**config.mk**
```make
export PLATFORM = sky130hd
export DESIGN_NAME = serial_magnitude_comparator
export DESIGN_NICKNAME = d
export VERILOG_FILES = /design/src/rtl/serial_magnitude_comparator.sv
export SDC_FILE = /design/constraint.sdc
export NUM_CORES = 1
export LEC_CHECK = 0
export ABC_AREA = 1
export CORE_AREA = 2 2 50 52
export CTS_BUF_LIST = sky130_fd_sc_hd__clkbuf_2
export DETAILED_ROUTE_END_ITERATION = 7
export DIE_AREA = 0 0 52 54
export PLACE_DENSITY_LB_ADDON = 0.05
export SLEW_MARGIN = 20
export SYNTH_ARGS = -nofsm -noshare
export SYNTH_HDL_FRONTEND = slang
export SYNTH_SLANG_ARGS = --single-unit
```
**constraint.sdc**
```tcl
create_clock -name clk -period 4.44 [get_ports clk]
set_clock_uncertainty 0.1 [all_clocks]
set_input_delay 0.666 -clock clk [delete_from_list [all_inputs] [get_ports clk]]
set_output_delay 0.666 -clock clk [all_outputs]
set_load 0.1 [all_outputs]
```
**src/rtl/serial_magnitude_comparator.sv**
```systemverilog
// serial_magnitude_comparator
//   Compares two WIDTH-bit operands DIGIT bits per clock, most significant
//   digit first, and stops as soon as a differing digit is found.
//   Signed operands are handled by flipping the sign bit at capture time,
//   which maps two's-complement ordering onto unsigned ordering.
//
// Ports
//   clk          rising-edge clock
//   rst_n        asynchronous active-low reset
//   start        request a comparison (accepted when not busy)
//   signed_mode  1 = two's-complement, 0 = unsigned; sampled with start
//   a, b         operands, sampled with start
//   busy         high while digits are being compared
//   done         one-cycle pulse when gt/eq/lt become valid
//   gt, eq, lt   result flags, held until the next accepted start
//   state_dbg    current FSM state (IDLE=0, RUN=1, DONE=2)
//
// Handshake: start is a single-cycle request. It is accepted on a rising
// edge whenever busy is low (IDLE or DONE); while busy is high it is ignored.
// There is no separate ready signal: busy low means the next start is taken.

module serial_magnitude_comparator #(
    parameter int WIDTH = 8,
    parameter int DIGIT = 2
) (
    input  logic             clk,
    input  logic             rst_n,
    input  logic             start,
    input  logic             signed_mode,
    input  logic [WIDTH-1:0] a,
    input  logic [WIDTH-1:0] b,
    output logic             busy,
    output logic             done,
    output logic             gt,
    output logic             eq,
    output logic             lt,
    output logic [1:0]       state_dbg
);

    localparam int D     = WIDTH / DIGIT;
    localparam int IDX_W = (D > 1) ? $clog2(D) : 1;

    localparam logic [1:0] IDLE = 2'd0;
    localparam logic [1:0] RUN  = 2'd1;
    localparam logic [1:0] DONE = 2'd2;

    localparam logic [IDX_W-1:0] TOP_IDX  = IDX_W'(D - 1);
    localparam logic [WIDTH-1:0] SIGN_BIT = {1'b1, {(WIDTH-1){1'b0}}};

    logic [1:0]       state;
    logic [IDX_W-1:0] idx;
    logic [WIDTH-1:0] a_q;
    logic [WIDTH-1:0] b_q;
    logic [DIGIT-1:0] a_dig;
    logic [DIGIT-1:0] b_dig;

    // Digit under comparison this cycle.
    assign a_dig = a_q[idx*DIGIT +: DIGIT];
    assign b_dig = b_q[idx*DIGIT +: DIGIT];

    always_ff @(posedge clk or negedge rst_n) begin
        if (!rst_n) begin
            state <= IDLE;
            idx   <= '0;
            a_q   <= '0;
            b_q   <= '0;
            gt    <= 1'b0;
            eq    <= 1'b0;
            lt    <= 1'b0;
        end else begin
            case (state)
                IDLE, DONE: begin
                    if (start) begin
                        // Flipping the sign bit turns signed order into unsigned order.
                        a_q   <= signed_mode ? (a ^ SIGN_BIT) : a;
                        b_q   <= signed_mode ? (b ^ SIGN_BIT) : b;
                        gt    <= 1'b0;
                        eq    <= 1'b0;
                        lt    <= 1'b0;
                        idx   <= TOP_IDX;
                        state <= RUN;
                    end else begin
                        state <= IDLE;
                    end
                end
                RUN: begin
                    if (a_dig != b_dig) begin
                        // First differing digit decides the result.
                        gt    <= (a_dig > b_dig);
                        lt    <= (a_dig < b_dig);
                        state <= DONE;
                    end else if (idx == '0) begin
                        eq    <= 1'b1;
                        state <= DONE;
                    end else begin
                        idx <= idx - IDX_W'(1);
                    end
                end
                default: begin
                    state <= IDLE;
                end
            endcase
        end
    end

    assign busy      = (state == RUN);
    assign done      = (state == DONE);
    assign state_dbg = state;

endmodule

```
# [Word level (Yosys, flattened, before mapping)]
# Index checks and enable logic that the tools add are counted.
[word_totals] latch_bits=0 mem_bits_ro=0 memories=0 wordCells=49 in_bits=20 ramBits=0 register_bits=23 out_inout_bits=7
[classes] reduce_logical=8 n_lt_le_gt_ge=2 n_addsub=1 n_eq_ne=9 mul=0 div=0 shifts=2 n_mux=18 n_bitwise=2
[op_table] operator="$mux W8" n=2
[op_table] operator="$shiftx A8 B4 Y2" n=2
[op_table] operator="$mux W2" n=5
[op_table] operator="$pmux W2 S2" n=2
[op_table] operator="$reduce_and A4 Y1" n=2
[op_table] operator="$mux W1" n=6
[op_table] operator="$ne A2 B2 Y1 const B" n=3
[op_table] operator="$pmux W1 S2" n=3
[op_table] operator="$logic_not A2 Y1" n=2
[op_table] operator="$ne A2 B1 Y1 const B" n=2
[op_table] operator="$ne A3 B1 Y1 const B" n=1
[op_table] operator="$reduce_and A3 Y1" n=1
[op_table] operator="$eq A2 B1 Y1 const B" n=1
[op_table] operator="$eq A2 B2 Y1 const B" n=1
[op_table] operator="$gt A2 B2 Y1" n=1
[op_table] operator="$lt A2 B2 Y1" n=1
[op_table] operator="$ne A2 B2 Y1" n=1
[op_table] operator="$not A1 Y1" n=2
[op_table] operator="$reduce_and A2 Y1" n=1
[op_table] operator="$reduce_bool A2 Y1" n=1
[op_table] operator="$reduce_or A2 Y1" n=1
[op_table] operator="$sub A2 B1 Y2 const B" n=1

# [Longest topological paths before layout]
[logic_depth] word_depth=4 ltp_mapped=14

# [Worst setup path after synthesis]
# OpenSTA, ideal clock, no wires.
[synth_timing] path_kind="reg2out" start="register state[1], in the netlist state_dbg[1]" end="output done" arrival_time_ns=2.433 n_path_buf=0 required_time_ns=3.674 slack_ns=1.241 stages_incl_launch_ff=3 path_cell_list="dfrtp_1 -> inv_1 -> nor2_1"
[synth_between] elab_chain_len=1
[synth_lines] element="from (decl)" line="50" source="logic [1:0] state;"
[synth_lines] element="from (signal assigned)" line="63" source="state <= IDLE;"
[synth_lines] element="from (signal assigned)" line="81" source="state <= RUN;"
[synth_lines] element="from (signal assigned)" line="83" source="state <= IDLE;"
[synth_lines] element="$eq A2 B2 Y1" line="107" source="assign done = (state == DONE);"
[synth_lines] element="to (decl)" line="33" source="output logic done,"
# Every way passes these cells.

# [Worst setup path in the final report]
[layout_timing] start="register state[0], in the netlist state_dbg[0]" end="output busy"
[layout_between] elab_chain_len=1
[layout_lines] element="$eq A2 B1 Y1" line="106" source="assign busy = (state == RUN);"
[layout_lines] element="to (decl)" line="32" source="output logic busy,"
# Every way passes these cells.

==> flow_metrics.env <==
export IMPL_status="finished, final reports clean"
export IMPL_grt_start_max_net_pins=30
export IMPL_postRouteAntennaNets=0
export IMPL_layout_drive_gt1_share_pct=5.23
export IMPL_viasPerCell=4.89
export IMPL_setup_violations=0
export IMPL_die_w_um=52
export IMPL_ir_drop_v=0.000608
export IMPL_avgSynthCellArea_um2=7.97
export IMPL_path_cells="inv_4, nor2_8, clkdlybuf4s50_1"
export IMPL_crit_type="flop to output port"
export IMPL_slowest_delay_ns=1.15
export IMPL_fmax_mhz=338
export IMPL_clkTransAtPathRegs_ns=0.20
export IMPL_use_met1_pct=24.0
export IMPL_grt_pass1_vias=910
export IMPL_crit_family="buffers and inverters"
export IMPL_hpwl_um=1610
export IMPL_relSlewSlack_pct=34.9
export IMPL_start_util_pct=51.2
export IMPL_cap_violations=0
export IMPL_reg2reg_slack_ns=2.44
export IMPL_grt_setup_unrepaired="no"
export IMPL_drv_slew=0
export IMPL_arrival_ns=2.20
export IMPL_antenna_cells=0
export IMPL_dp_cells=198
export IMPL_cp_start_kind="flop"
export IMPL_hold_path_class="primary input to asynchronous set/reset pin"
export IMPL_p_leak_uw=0.000743
export IMPL_place_congestion=0.798
export IMPL_fin_setup_tns_ns=0
export IMPL_crit_slowest_cell="clkdlybuf4s50_1"
export IMPL_routed_via_count=987
export IMPL_yosys_warnings=0
export IMPL_synth_largest_area_cell="dfrtp_1"
export IMPL_ctsHoldBuffers=0
export IMPL_cp_required_ns=3.67
export IMPL_port_buffers=26
export IMPL_synth_distinct_cells=16
export IMPL_die_y_um=54
export IMPL_busiest_layer="met2"
export IMPL_core_area_mm2=0.00232
export IMPL_grt_antenna_before_repair=0
export IMPL_cts_buffer_depth=2
export IMPL_final_cells=202
export IMPL_ctsResizeCount=0
export IMPL_dieArea_mm2=0.00281
export IMPL_clock_sinks=23
export IMPL_rows=18
export IMPL_post_cts_setup_buffers=0
export IMPL_hold_viol=0
export IMPL_cts_root_buf="clkbuf_2"
export IMPL_cp_max_fo=14
export IMPL_drcViolationCount=0
export IMPL_power_uw=1120
export IMPL_fin_crit_ns=2.96
export IMPL_tightest_slew_ns=0.973
export IMPL_grtUsageMet3_pct=2.50
export IMPL_post_route_period_util_pct=66.7
export IMPL_finalNetCount=196
export IMPL_wl_per_cell_um=10.8
export IMPL_grt_first_pass_wirelength_um=3950
export IMPL_syn_num_nets=172
export IMPL_powerDensity_mw_per_mm2=776
export IMPL_ys_seq_elements=23
export IMPL_dr_pass1_iters=4
export IMPL_wl_um=2190
export IMPL_synth_top_cell_area_share_pct=48.5
export IMPL_cp_num_buf_inv=2
export IMPL_overflow=0
export IMPL_grt_usage_pct=18.9
export IMPL_met2_usage_pct=33.1
export IMPL_synthTopCellsByArea="dfrtp_1, nand2_1, nand3_1, ha_1, nor2_1"
export IMPL_synth_seq_area_share_pct=48.5
export IMPL_area_growth_syn_to_layout_pct=21.4
export IMPL_synthCells=149
export IMPL_htreeDepth=1
export IMPL_numCtsBuffers=3
export IMPL_syn_area_mm2=0.00119
export IMPL_cts_tree="yes"
export IMPL_ios=27
export IMPL_insertion_delay_ns=0.32
export IMPL_drt_initial_drc_count=23
export IMPL_end_kind="output port"
layer usage:
| layer | wire [um] | part of all wire (%) | vias to the layer above |
|---|---|---|---|
| met2 | 1100 | 50 | 18 |
| met3 | 82 | 3.8 | 4 |
| met4 | 25 | 1.1 | 0 |
| met5 | 0 | 0 | - |
| met1 | 980 | 45 | 446 |
| li1 | - | - | 519 |
area by class of cell:
class	count	area, um^2
Inverter	10	40.0
Timing Repair Buffer	26	255
Multi-Input combinational cell	109	513
Clock buffer	4	20.0
Tap cell	30	37.5
Sequential cell	23	576
Fill cell	232	878
where the power goes:
group / internal [uW] / switching, uW
clock: 23.8 / 61.1
combinational: 205 / 459
sequential: 301 / 68.8
total: 530 / 589
layout by cell type (no fill, tap or decap), types with 2 or more instances in the layout:
cell and instances:
nand2_1 57, clkdlybuf4s50_1 25, clkbuf_2 4, xnor2_1 2, nor2_1 10, ha_1 3, o21ai_0 6, inv_1 8
dfrtp_1 23, a21oi_1 4, nand3_1 25
worst reg2reg max path, cell delays in order, from the launching register on:
cell and delay [ns]:
dfrtp_1 0.56, inv_2 0.17, nor2_1 0.11, nor2_1 0.04, o21ai_0 0.09, nand2_1 0.08
ha_1 0.32, nand2_1 0.11, nor2_1 0.10, nand2_1 0.09, nand3_1 0.09, nand2_1 0.06
cell families (layout without fill, tap and decap cells):
kind of cell             after synthesis  in the layout  synth area share (%)
adder cells (fa/ha/maj)                3              3                  3.16
XOR/XNOR                               2              2                  1.48
AO/OA/AOI/OAI                         10             10                  4.22
AND/OR/NAND/NOR                       94             94                  34.4
buffers and inverters                 17             40                  8.32
flip-flops                            23             23                  48.5
sequential cells by signal (all words and copies together) (netlist names):
signal	flops
a_q	8
b_q	8
eq	1
gt	1
idx	2
lt	1
state_dbg	2
Yosys cell counts (all sizes together):
cell type / number
a21oi: 4
buf: 7
dfrtp: 23
ha: 3
inv: 10
nand2: 58
nand3: 25
nor2: 11
o21ai: 6
xnor2: 2
per-stage QoR:
step	hold slack (ns)	setup WS (ns)	utilization (%)	instance area [um^2]
floorplan	0.270	1.24	-	1190
global placement	0.349	1.89	61.5	1430
detailed placement	0.353	1.86	61.5	1430
CTS	0.400	1.46	62.4	1450
global route	0.173	1.35	62.1	1440
finish	0.167	1.48	62.1	1440
final timing paths:
kind	cells past startpoint	endpoint	from
max in group asynchronous	1	a_q[6]$_DFFE_PN0P_	rst_n
worst min-delay path	1	eq$_DFFE_PN0P_	rst_n
min in group clk	2	b_q[0]$_DFFE_PN0P_	b_q[0]$_DFFE_PN0P_
worst max register to register	11	idx[1]$_DFFE_PN0P_	idx[0]$_DFFE_PN0P_
worst max-delay path	3	busy	state_dbg[0]$_DFFE_PN0P_
worst min register to register	2	b_q[0]$_DFFE_PN0P_	b_q[0]$_DFFE_PN0P_
(Power assumes the default switching activity.)
